[src/rtl/inst_issue_pkg.sv]
// Shared types for the instruction issue controller.
//   state_e      : controller phase (IDLE, RUN, DRAIN, DONE)
//   NOP_INST_DEF : default bubble word, addi x0,x0,0
//   inst_t       : 32-bit instruction word
//   fifo_entry_t : one FIFO slot, end-of-program flag plus the word
package inst_issue_pkg;

  typedef enum logic [1:0] {
    ST_IDLE  = 2'd0,
    ST_RUN   = 2'd1,
    ST_DRAIN = 2'd2,
    ST_DONE  = 2'd3
  } state_e;

  localparam logic [31:0] NOP_INST_DEF = 32'h0000_0013;

  typedef logic [31:0] inst_t;

  typedef struct packed {
    logic  last;
    inst_t inst;
  } fifo_entry_t;

endpackage

[src/rtl/inst_issue_ctrl_sync_fifo.sv]
// sync_fifo: single-clock FIFO with first-word-fall-through read.
//   clk_i, rst_i     : clock, asynchronous active-high reset
//   push_i, din_i    : write strobe and data (ignored when full)
//   pop_i, dout_o    : read strobe; dout_o shows the head entry
//   full_o, empty_o  : occupancy flags
// DEPTH must be a power of two and at least 2.
module sync_fifo #(
  parameter int WIDTH = 33,
  parameter int DEPTH = 16
) (
  input  logic             clk_i,
  input  logic             rst_i,
  input  logic             push_i,
  input  logic             pop_i,
  input  logic [WIDTH-1:0] din_i,
  output logic [WIDTH-1:0] dout_o,
  output logic             full_o,
  output logic             empty_o
);

  localparam int AW = $clog2(DEPTH);

  logic [WIDTH-1:0] mem_q [DEPTH];
  // One extra pointer bit distinguishes full from empty when the
  // address bits coincide.
  logic [AW:0]      wr_ptr_q;
  logic [AW:0]      rd_ptr_q;
  logic             do_push;
  logic             do_pop;

  assign empty_o = (wr_ptr_q == rd_ptr_q);
  assign full_o  = (wr_ptr_q[AW] != rd_ptr_q[AW]) &&
                   (wr_ptr_q[AW-1:0] == rd_ptr_q[AW-1:0]);
  assign do_push = push_i && !full_o;
  assign do_pop  = pop_i && !empty_o;

  always_ff @(posedge clk_i or posedge rst_i) begin
    if (rst_i) begin
      wr_ptr_q <= '0;
      rd_ptr_q <= '0;
    end else begin
      if (do_push) wr_ptr_q <= wr_ptr_q + 1'b1;
      if (do_pop)  rd_ptr_q <= rd_ptr_q + 1'b1;
    end
  end

  // Storage carries no reset; the pointers alone define validity.
  always_ff @(posedge clk_i) begin
    if (do_push) mem_q[wr_ptr_q[AW-1:0]] <= din_i;
  end

  // Reading the head from storage means a word written at one edge is
  // visible only after that edge: no bypass path.
  assign dout_o = mem_q[rd_ptr_q[AW-1:0]];

endmodule

[src/rtl/inst_issue_ctrl.sv]
// inst_issue_ctrl: buffers loader words and issues them to the core.
//   i_load_*/o_load_ready : loader push handshake into the FIFO
//   i_start               : starts a program run from IDLE or DONE
//   i_cpu_stall           : holds the current instruction and all counters
//   o_cpu_start/o_cpu_inst: registered core enable and instruction
//   i_ecall_*/o_ecall_*   : one-cycle registered copy of the core ecall strobe
//   o_busy/o_done         : RUN or DRAIN / DONE status
//   o_issue_cnt           : real words issued since the last start
// Underflow in RUN issues NOP_INST; after the last word, DRAIN_CYCLES
// unstalled NOPs are issued before DONE. DRAIN_CYCLES must be >= 1.
module inst_issue_ctrl
  import inst_issue_pkg::*;
#(
  parameter int          DEPTH        = 16,
  parameter logic [31:0] NOP_INST     = NOP_INST_DEF,
  parameter int          DRAIN_CYCLES = 5
) (
  input  logic        i_clk,
  input  logic        i_rst,
  input  logic        i_start,
  input  logic        i_load_valid,
  input  logic [31:0] i_load_inst,
  input  logic        i_load_last,
  output logic        o_load_ready,
  input  logic        i_cpu_stall,
  output logic        o_cpu_start,
  output logic [31:0] o_cpu_inst,
  input  logic        i_ecall_ready,
  input  logic [31:0] i_ecall_data,
  output logic        o_ecall_valid,
  output logic [31:0] o_ecall_data,
  output logic        o_busy,
  output logic        o_done,
  output logic [31:0] o_issue_cnt
);

  localparam int DW = $clog2(DRAIN_CYCLES + 1);

  state_e      state_q;
  logic        cpu_start_q;
  inst_t       cpu_inst_q;
  logic [31:0] issue_cnt_q;
  logic [DW-1:0] drain_cnt_q;
  logic        ecall_valid_q;
  logic [31:0] ecall_data_q;

  fifo_entry_t push_entry;
  fifo_entry_t pop_entry;
  logic        fifo_full;
  logic        fifo_empty;
  logic        fifo_push;
  logic        fifo_pop;

  assign push_entry = '{last: i_load_last, inst: i_load_inst};
  // Ready is purely !full, so a pop while full never admits a push.
  assign fifo_push  = i_load_valid && !fifo_full;
  assign fifo_pop   = (state_q == ST_RUN) && !i_cpu_stall && !fifo_empty;

  sync_fifo #(
    .WIDTH ($bits(fifo_entry_t)),
    .DEPTH (DEPTH)
  ) u_fifo (
    .clk_i   (i_clk),
    .rst_i   (i_rst),
    .push_i  (fifo_push),
    .pop_i   (fifo_pop),
    .din_i   (push_entry),
    .dout_o  (pop_entry),
    .full_o  (fifo_full),
    .empty_o (fifo_empty)
  );

  always_ff @(posedge i_clk or posedge i_rst) begin
    if (i_rst) begin
      state_q     <= ST_IDLE;
      cpu_start_q <= 1'b0;
      cpu_inst_q  <= '0;
      issue_cnt_q <= '0;
      drain_cnt_q <= '0;
    end else begin
      case (state_q)
        ST_IDLE, ST_DONE: begin
          // The core output is already 0 here; only start acts.
          if (i_start) begin
            state_q     <= ST_RUN;
            issue_cnt_q <= '0;
            cpu_start_q <= 1'b1;
          end
        end
        ST_RUN: begin
          if (!i_cpu_stall) begin
            if (!fifo_empty) begin
              cpu_inst_q  <= pop_entry.inst;
              issue_cnt_q <= issue_cnt_q + 32'd1;
              if (pop_entry.last) begin
                state_q     <= ST_DRAIN;
                drain_cnt_q <= '0;
              end
            end else begin
              cpu_inst_q <= NOP_INST;
            end
          end
        end
        ST_DRAIN: begin
          // Counter counts NOPs already issued; the exit edge is the one
          // after the last drain NOP, so the core sees exactly
          // DRAIN_CYCLES unstalled NOP cycles.
          if (!i_cpu_stall) begin
            if (drain_cnt_q == DW'(DRAIN_CYCLES)) begin
              state_q     <= ST_DONE;
              cpu_start_q <= 1'b0;
              cpu_inst_q  <= '0;
            end else begin
              cpu_inst_q  <= NOP_INST;
              drain_cnt_q <= drain_cnt_q + 1'b1;
            end
          end
        end
        default: state_q <= ST_IDLE;
      endcase
    end
  end

  always_ff @(posedge i_clk or posedge i_rst) begin
    if (i_rst) begin
      ecall_valid_q <= 1'b0;
      ecall_data_q  <= '0;
    end else begin
      ecall_valid_q <= i_ecall_ready;
      ecall_data_q  <= i_ecall_data;
    end
  end

  assign o_load_ready  = !fifo_full;
  assign o_cpu_start   = cpu_start_q;
  assign o_cpu_inst    = cpu_inst_q;
  assign o_issue_cnt   = issue_cnt_q;
  assign o_busy        = (state_q == ST_RUN) || (state_q == ST_DRAIN);
  assign o_done        = (state_q == ST_DONE);
  assign o_ecall_valid = ecall_valid_q;
  assign o_ecall_data  = ecall_data_q;

endmodule

[config.mk]
export PLATFORM = sky130hd
export DESIGN_NAME = inst_issue_ctrl
export DESIGN_NICKNAME = d
export VERILOG_FILES = /design/src/rtl/inst_issue_pkg.sv /design/src/rtl/inst_issue_ctrl_sync_fifo.sv /design/src/rtl/inst_issue_ctrl.sv
export SDC_FILE = /design/constraint.sdc
export NUM_CORES = 1
export LEC_CHECK = 0
export BUFFER_PORTS_ARGS = -buffer_cell sky130_fd_sc_hd__buf_2
export CORE_MARGIN = 4
export CORE_UTILIZATION = 36
export CTS_CLUSTER_SIZE = 40
export DETAILED_ROUTE_END_ITERATION = 6
export PLACE_DENSITY_LB_ADDON = 0.15
export SETUP_SLACK_MARGIN = 0.15
export SYNTH_ARGS = -nofsm -noshare
export SYNTH_HDL_FRONTEND = slang
export SYNTH_HIERARCHICAL = 1
export SYNTH_SLANG_ARGS = --single-unit
export TNS_END_PERCENT = 50
[constraint.sdc]
create_clock -name i_clk -period 8.95 [get_ports i_clk]
set_input_delay 1.79 -clock i_clk [delete_from_list [all_inputs] [get_ports i_clk]]
set_output_delay 1.79 -clock i_clk [all_outputs]
set_load 0.02 [all_outputs]
; Word level (Yosys, flattened, before mapping)
; Memories as Yosys holds them, arrays and structs flattened.
; Index checks and enable logic that the tools add are counted.
[totals]
elab_cells = 76
n_memories = 1
reg_bits = 113
in_bits = 71
mem_bits_rw = 528
[op_classes]
n_mux = 28
n_reduce_logical = 20
addsub = 4
eq_ne = 14
[memory_table]
columns = memory, words, width, read_ports, rd_clocked_by_memory_dff, wr, line
row1 = u_fifo.mem_q, 16, 33, 1, 0, 1, inst_issue_ctrl_sync_fifo.sv:23  ; logic [WIDTH-1:0] mem_q [DEPTH];
[ops]
columns = op, count
row1 = 2-to-1 mux 32 bit, 6
row2 = one-hot mux 32 bit (2 select lines), 2
row3 = adder 32 x 1 -> 32 bit (second input constant), 1
row4 = 2-to-1 mux 3 bit, 5
row5 = != test 2 bit (second input constant), 7
row6 = 2-to-1 mux 2 bit, 6
row7 = AND reduction 6 bit, 2
row8 = adder 5 x 1 -> 5 bit (second input constant), 2
row9 = AND reduction 4 bit, 2
row10 = logical AND 1 bit, 6
row11 = one-hot mux 2 bit (3 select lines), 1
row12 = one-hot mux 3 bit (2 select lines), 1
row13 = nonzero test 2 bit, 3
row14 = == test 5 bit, 1
row15 = 2-to-1 mux 1 bit, 5
row16 = 2-to-1 mux 5 bit, 1
row17 = == test 2 bit (second input constant), 2
row18 = == test 4 bit, 1
row19 = adder 3 x 1 -> 3 bit (second input constant), 1
row20 = == test 3 bit (second input constant), 1
row21 = logical NOT 1 bit, 3
row22 = AND reduction 3 bit, 1
row23 = == test 2 x 1 -> 1 bit (second input constant), 1
row24 = logical NOT 2 bit, 1
row25 = 4 further kinds, 4

; Logic depth before layout (Yosys ltp)
[depth]
ltp_word = 7
ltp_mapped = 11
ltp_nobuf = 9

; Cells and area by module
; The synthesis kept the hierarchy.
[by_module_without_submodules]
columns = module, cells_each, area_per_inst_um2, instances, seq_area_each_um2
row1 = sync_fifo, 894, 20394.6, 1, 16105.4
row2 = inst_issue_ctrl, 403, 4160.2, 1, 2577.5

; Least setup slack after synthesis
; OpenSTA, ideal clock, no wires.
[synth_timing]
path_type = input-to-reg
from = input i_load_valid
to = memory u_fifo.mem_q[12][0], enable pin
required_time_ps = 8486
setup_slack_ps = 3861
arrival_time_ps = 4625
path_buffers = 0
cell_stages = 3
path_cell_list = nor2b_1 -> nand2_1 -> nor3_1
[synth_via]
elab_chain_cells = 4
[synth_rtl]
columns = element, line
row1 = start: declaration, inst_issue_ctrl.sv:21  ; input logic i_load_valid,
row2 = logical AND 1 bit, inst_issue_ctrl.sv:56  ; assign fifo_push = i_load_valid && !fifo_full;
row3 = logical AND 1 bit, inst_issue_ctrl_sync_fifo.sv:34  ; assign do_push = push_i && !full_o;
row4 = 2-to-1 mux 1 bit, inst_issue_ctrl_sync_fifo.sv:49  ; if (do_push) mem_q[wr_ptr_q[AW-1:0]] <= din_i;
row5 = 2-to-1 mux 1 bit (not written as such), inst_issue_ctrl_sync_fifo.sv:49
row6 = end: declaration, inst_issue_ctrl_sync_fifo.sv:23
; Every way passes these cells.

; Worst setup path after layout
[layout_timing]
from = register u_fifo.rd_ptr_q[1]
to = output o_load_ready
[layout_via]
elab_chain_cells = 3
[layout_rtl]
columns = element, line
row1 = start: declaration, inst_issue_ctrl_sync_fifo.sv:27  ; logic [AW:0] rd_ptr_q;
row2 = start signal: assignment, inst_issue_ctrl_sync_fifo.sv:43  ; if (do_pop) rd_ptr_q <= rd_ptr_q + 1'b1;
row3 = == test 4 bit, inst_issue_ctrl_sync_fifo.sv:33  ; (wr_ptr_q[AW-1:0] == rd_ptr_q[AW-1:0]);
row4 = logical AND 1 bit, inst_issue_ctrl_sync_fifo.sv:32  ; assign full_o = (wr_ptr_q[AW] != rd_ptr_q[AW]) &&
row5 = via fifo_full, inst_issue_ctrl.sv:49  ; logic fifo_full;
row6 = logical NOT 1 bit, inst_issue_ctrl.sv:134  ; assign o_load_ready = !fifo_full;
row7 = end: declaration, inst_issue_ctrl.sv:24  ; output logic o_load_ready,
; The timed path passes the listed nets, and every way through them passes these cells.

==> results.txt <==
CTS tree = done
Most common library cell in the layout ignoring fill and taps = edfxtp_1
CP delay by family, top = simple AND/OR/NAND/NOR gates
Min cycle time layout = 4.76 ns
Largest net degree at the start of global routing = 71
Clock root cell = clkbuf_16
Post-DRT Antenna Nets = 0
Worst VDD drop = 0.000228 V
Largest stage delay, worst path = 0.88 ns
Clock transition at path regs = 0.06 ns
Mapped cell area = 0.0246 mm^2
Die Area = 0.0724 mm^2
Share of cells above drive strength 1 = 29.7%
Post-synthesis sequential area ratio = 76.1%
First-pass GRT wire length = 86.6 mm
Max clock buf depth = 3
TritonRoute pass-1 iters = 6
Core Area = 0.0674 mm^2
Initial antenna violation count = 4
DR WL/cell = 23.4 um
Worst-Margin Slew = 1.11 ns
Yosys reg bits = 641
Setup Viol. Count Final = 0
Die Wd = 269 um
Worst setup EP type = output pin
Vias in the first global route = 13.5k
Maxcap violations = 0
Diode count = 0
Clk sinks = 641
Crit-path slowest cell = dfrtp_4
Area growth from synthesis to layout = 17.2%
Count of distinct cell types in the synthesized netlist = 49
Gpl congestion = 0.756
Cts bufs inserted = 73
Setup TNS = 0 ns
Buf/Inv on CP = 2
FMAX = 0.210 GHz
Total grt overflow = 0
Worst-path fanout max = 40
Drt drc = 0
Critical path arrival = 2.97 ns
Hold WC Path Type = register to register
Relative slew slack = 26.1%
Critical Path Start Type = register
Avg Synthesized Cell Area = 18.9 um^2
Hold_buf cts = 0
Post-CTS sizing = 0
Max Clock Skew = 0.0183 ns
Die Span Y = 269 um
Nets = 1,586
Routed vias/inst = 5.22
Post-route cell area = 0.0288 mm^2
Syn_nets = 1,380
H-Tree Depth = 3
Row count = 95
Starting Density = 36.4%
Clk Latency, worst-skew pair = 0.60 ns
Critical Path RT = 7.16 ns
Yosys warns = 6
Critical path class = register to output pin
Status = finished clean
Setup repair after global routing missed its margin = false
Commonest cells after routing, fill and taps aside = edfxtp_1 (528), buf_2 (171), mux4_2 (132)
Post-DP Area = 0.0265 mm^2
Tcrit/Tclk final = 53.2%
DP Wirelength = 31.0 mm
IO Pins = 172
CP cell instances = xnor2_1 -> nand4_2 -> nor2_1 -> inv_1 -> buf_2
Number of post-CTS setup repair buffers = 0
Tot GR Track Use = 15.7%
Final hold violations = 0
Slew Viols, Final = 0
Leakage = 9.95 nW
Final core utilization = 42.7%
PD cells = 319 mW/mm^2
Post-synthesis cell count = 1,297
Detailed Route Iter0 Violations = 988
Vias = 12.7k
Post-Route WL = 56.8 mm
I/O Buffers = 171
## power breakdown
group	leakage [nW]	switching (W)	internal, W	total (W)
Sequential	6.19	0.000225	0.00361	0.00384
Clock	1.13	0.00116	0.00171	0.00286
Combinational	2.63	0.00149	0.000996	0.00248
Total	9.95	0.00287	0.00632	0.00919
## routing by layer
layer / vias to the layer above / share of wire (%) / track usage [%]
met1: 6657 / 45 / 22.2
met5: - / 0.023 / 0
met3: 80 / 5.7 / 3.33
li1: 5585 / - / -
met2: 363 / 47 / 25.1
met4: 2 / 2.2 / 3.95
## path summary, 6_finish.rpt
check                           slack, ns                             end                      startpoint  depth (start not counted)
max in group asynchronous            6.36      o_cpu_inst[14]$_DFFE_PP0P_                           i_rst                          3
worst min register to register       0.47      o_cpu_inst[19]$_DFFE_PP0P_      o_cpu_inst[19]$_DFFE_PP0P_                          2
min in group asynchronous            1.23  u_fifo/rd_ptr_q[1]$_DFFE_PP0P_                           i_rst                          2
worst max-delay path                 4.19                    o_load_ready  u_fifo/rd_ptr_q[1]$_DFFE_PP0P_                          5
worst max register to register       4.98   u_fifo/mem_q[0][13]$_DFFE_PP_  u_fifo/rd_ptr_q[1]$_DFFE_PP0P_                          7
worst min-delay path                 0.47      o_cpu_inst[19]$_DFFE_PP0P_      o_cpu_inst[19]$_DFFE_PP0P_                          2
## final cells by class
| class | count | area (um^2) |
|---|---|---|
| flip-flops and latches | 641 | 18700 |
| clock inverters | 40 | 330 |
| inverters | 13 | 51.3 |
| multi-input cells | 576 | 5590 |
| fillers | 5964 | 38600 |
| clock buffers | 90 | 1970 |
| repair buffers | 198 | 1060 |
| well taps | 873 | 1090 |
## kinds of logic after synthesis
family                   after synthesis  synth area share, %
multiplexers                         136                 12.3
flip-flops                           641                 76.1
adder cells (fa/ha/maj)               12                0.611
AND/OR/NAND/NOR                      247                 4.51
AO/OA/AOI/OAI                        148                 3.61
buffers and inverters                 80                 1.69
XOR/XNOR                              33                 1.21
## state kept, by name, summed over array words and instances, names as in the netlist, 2 cells and up
register	cells
u_fifo/mem_q	528
o_cpu_inst	32
o_ecall_data	32
o_issue_cnt	32
u_fifo/rd_ptr_q	5
u_fifo/wr_ptr_q	5
drain_cnt_q	3
state_q	2
## tightest hold or removal path, delay by kind of cell, from the launching register on
kind | cells | cell delay [ns]
flops | 1 | 0.33
compound gates | 1 | 0.06
simple gates | 1 | 0.05
## metrics by stage
step                power (W)  setup WS, ns  hold WS (ns)  instances
floorplan             0.00565          3.86         0.500       1297
global placement      0.00643          4.78         0.459       2301
detailed placement    0.00646          4.77         0.466       2301
CTS                   0.00937          4.10         0.478       2431
global route          0.00971          3.94         0.486       2431
finish                0.00919          4.19         0.474       2431
## synthesized netlist by cell type, drive strengths merged
library cell	count	area share [%]
o22ai	67	1.7
nor2b	3	0.076
o311ai	2	0.071
mux4	132	12
and2	1	0.025
o21ai	51	1.0
buf	40	1.1
or2	4	0.10
a311oi	1	0.036
edfxtp	528	65
or4	8	0.24
ha	12	0.61
or3	3	0.076
o21a	2	0.061
nor2	82	1.3
a21oi	11	0.22
a211oi	1	0.031
xnor2	24	0.89
a22o	5	0.18
nand4	9	0.25
clkbuf	27	0.42
or3b	1	0.036
nand3	10	0.20
nand2	97	1.5
nor3	8	0.16
mux2i	1	0.041
o211ai	5	0.17
nor3b	1	0.031
nand2b	3	0.076
o21bai	1	0.031
and4	5	0.18
and3	2	0.051
dfrtp	113	12
inv	13	0.20
nor4	10	0.25
o31ai	2	0.061
mux2	3	0.14
xor2	9	0.32
Note: power is estimated with default switching activity, not from simulation.
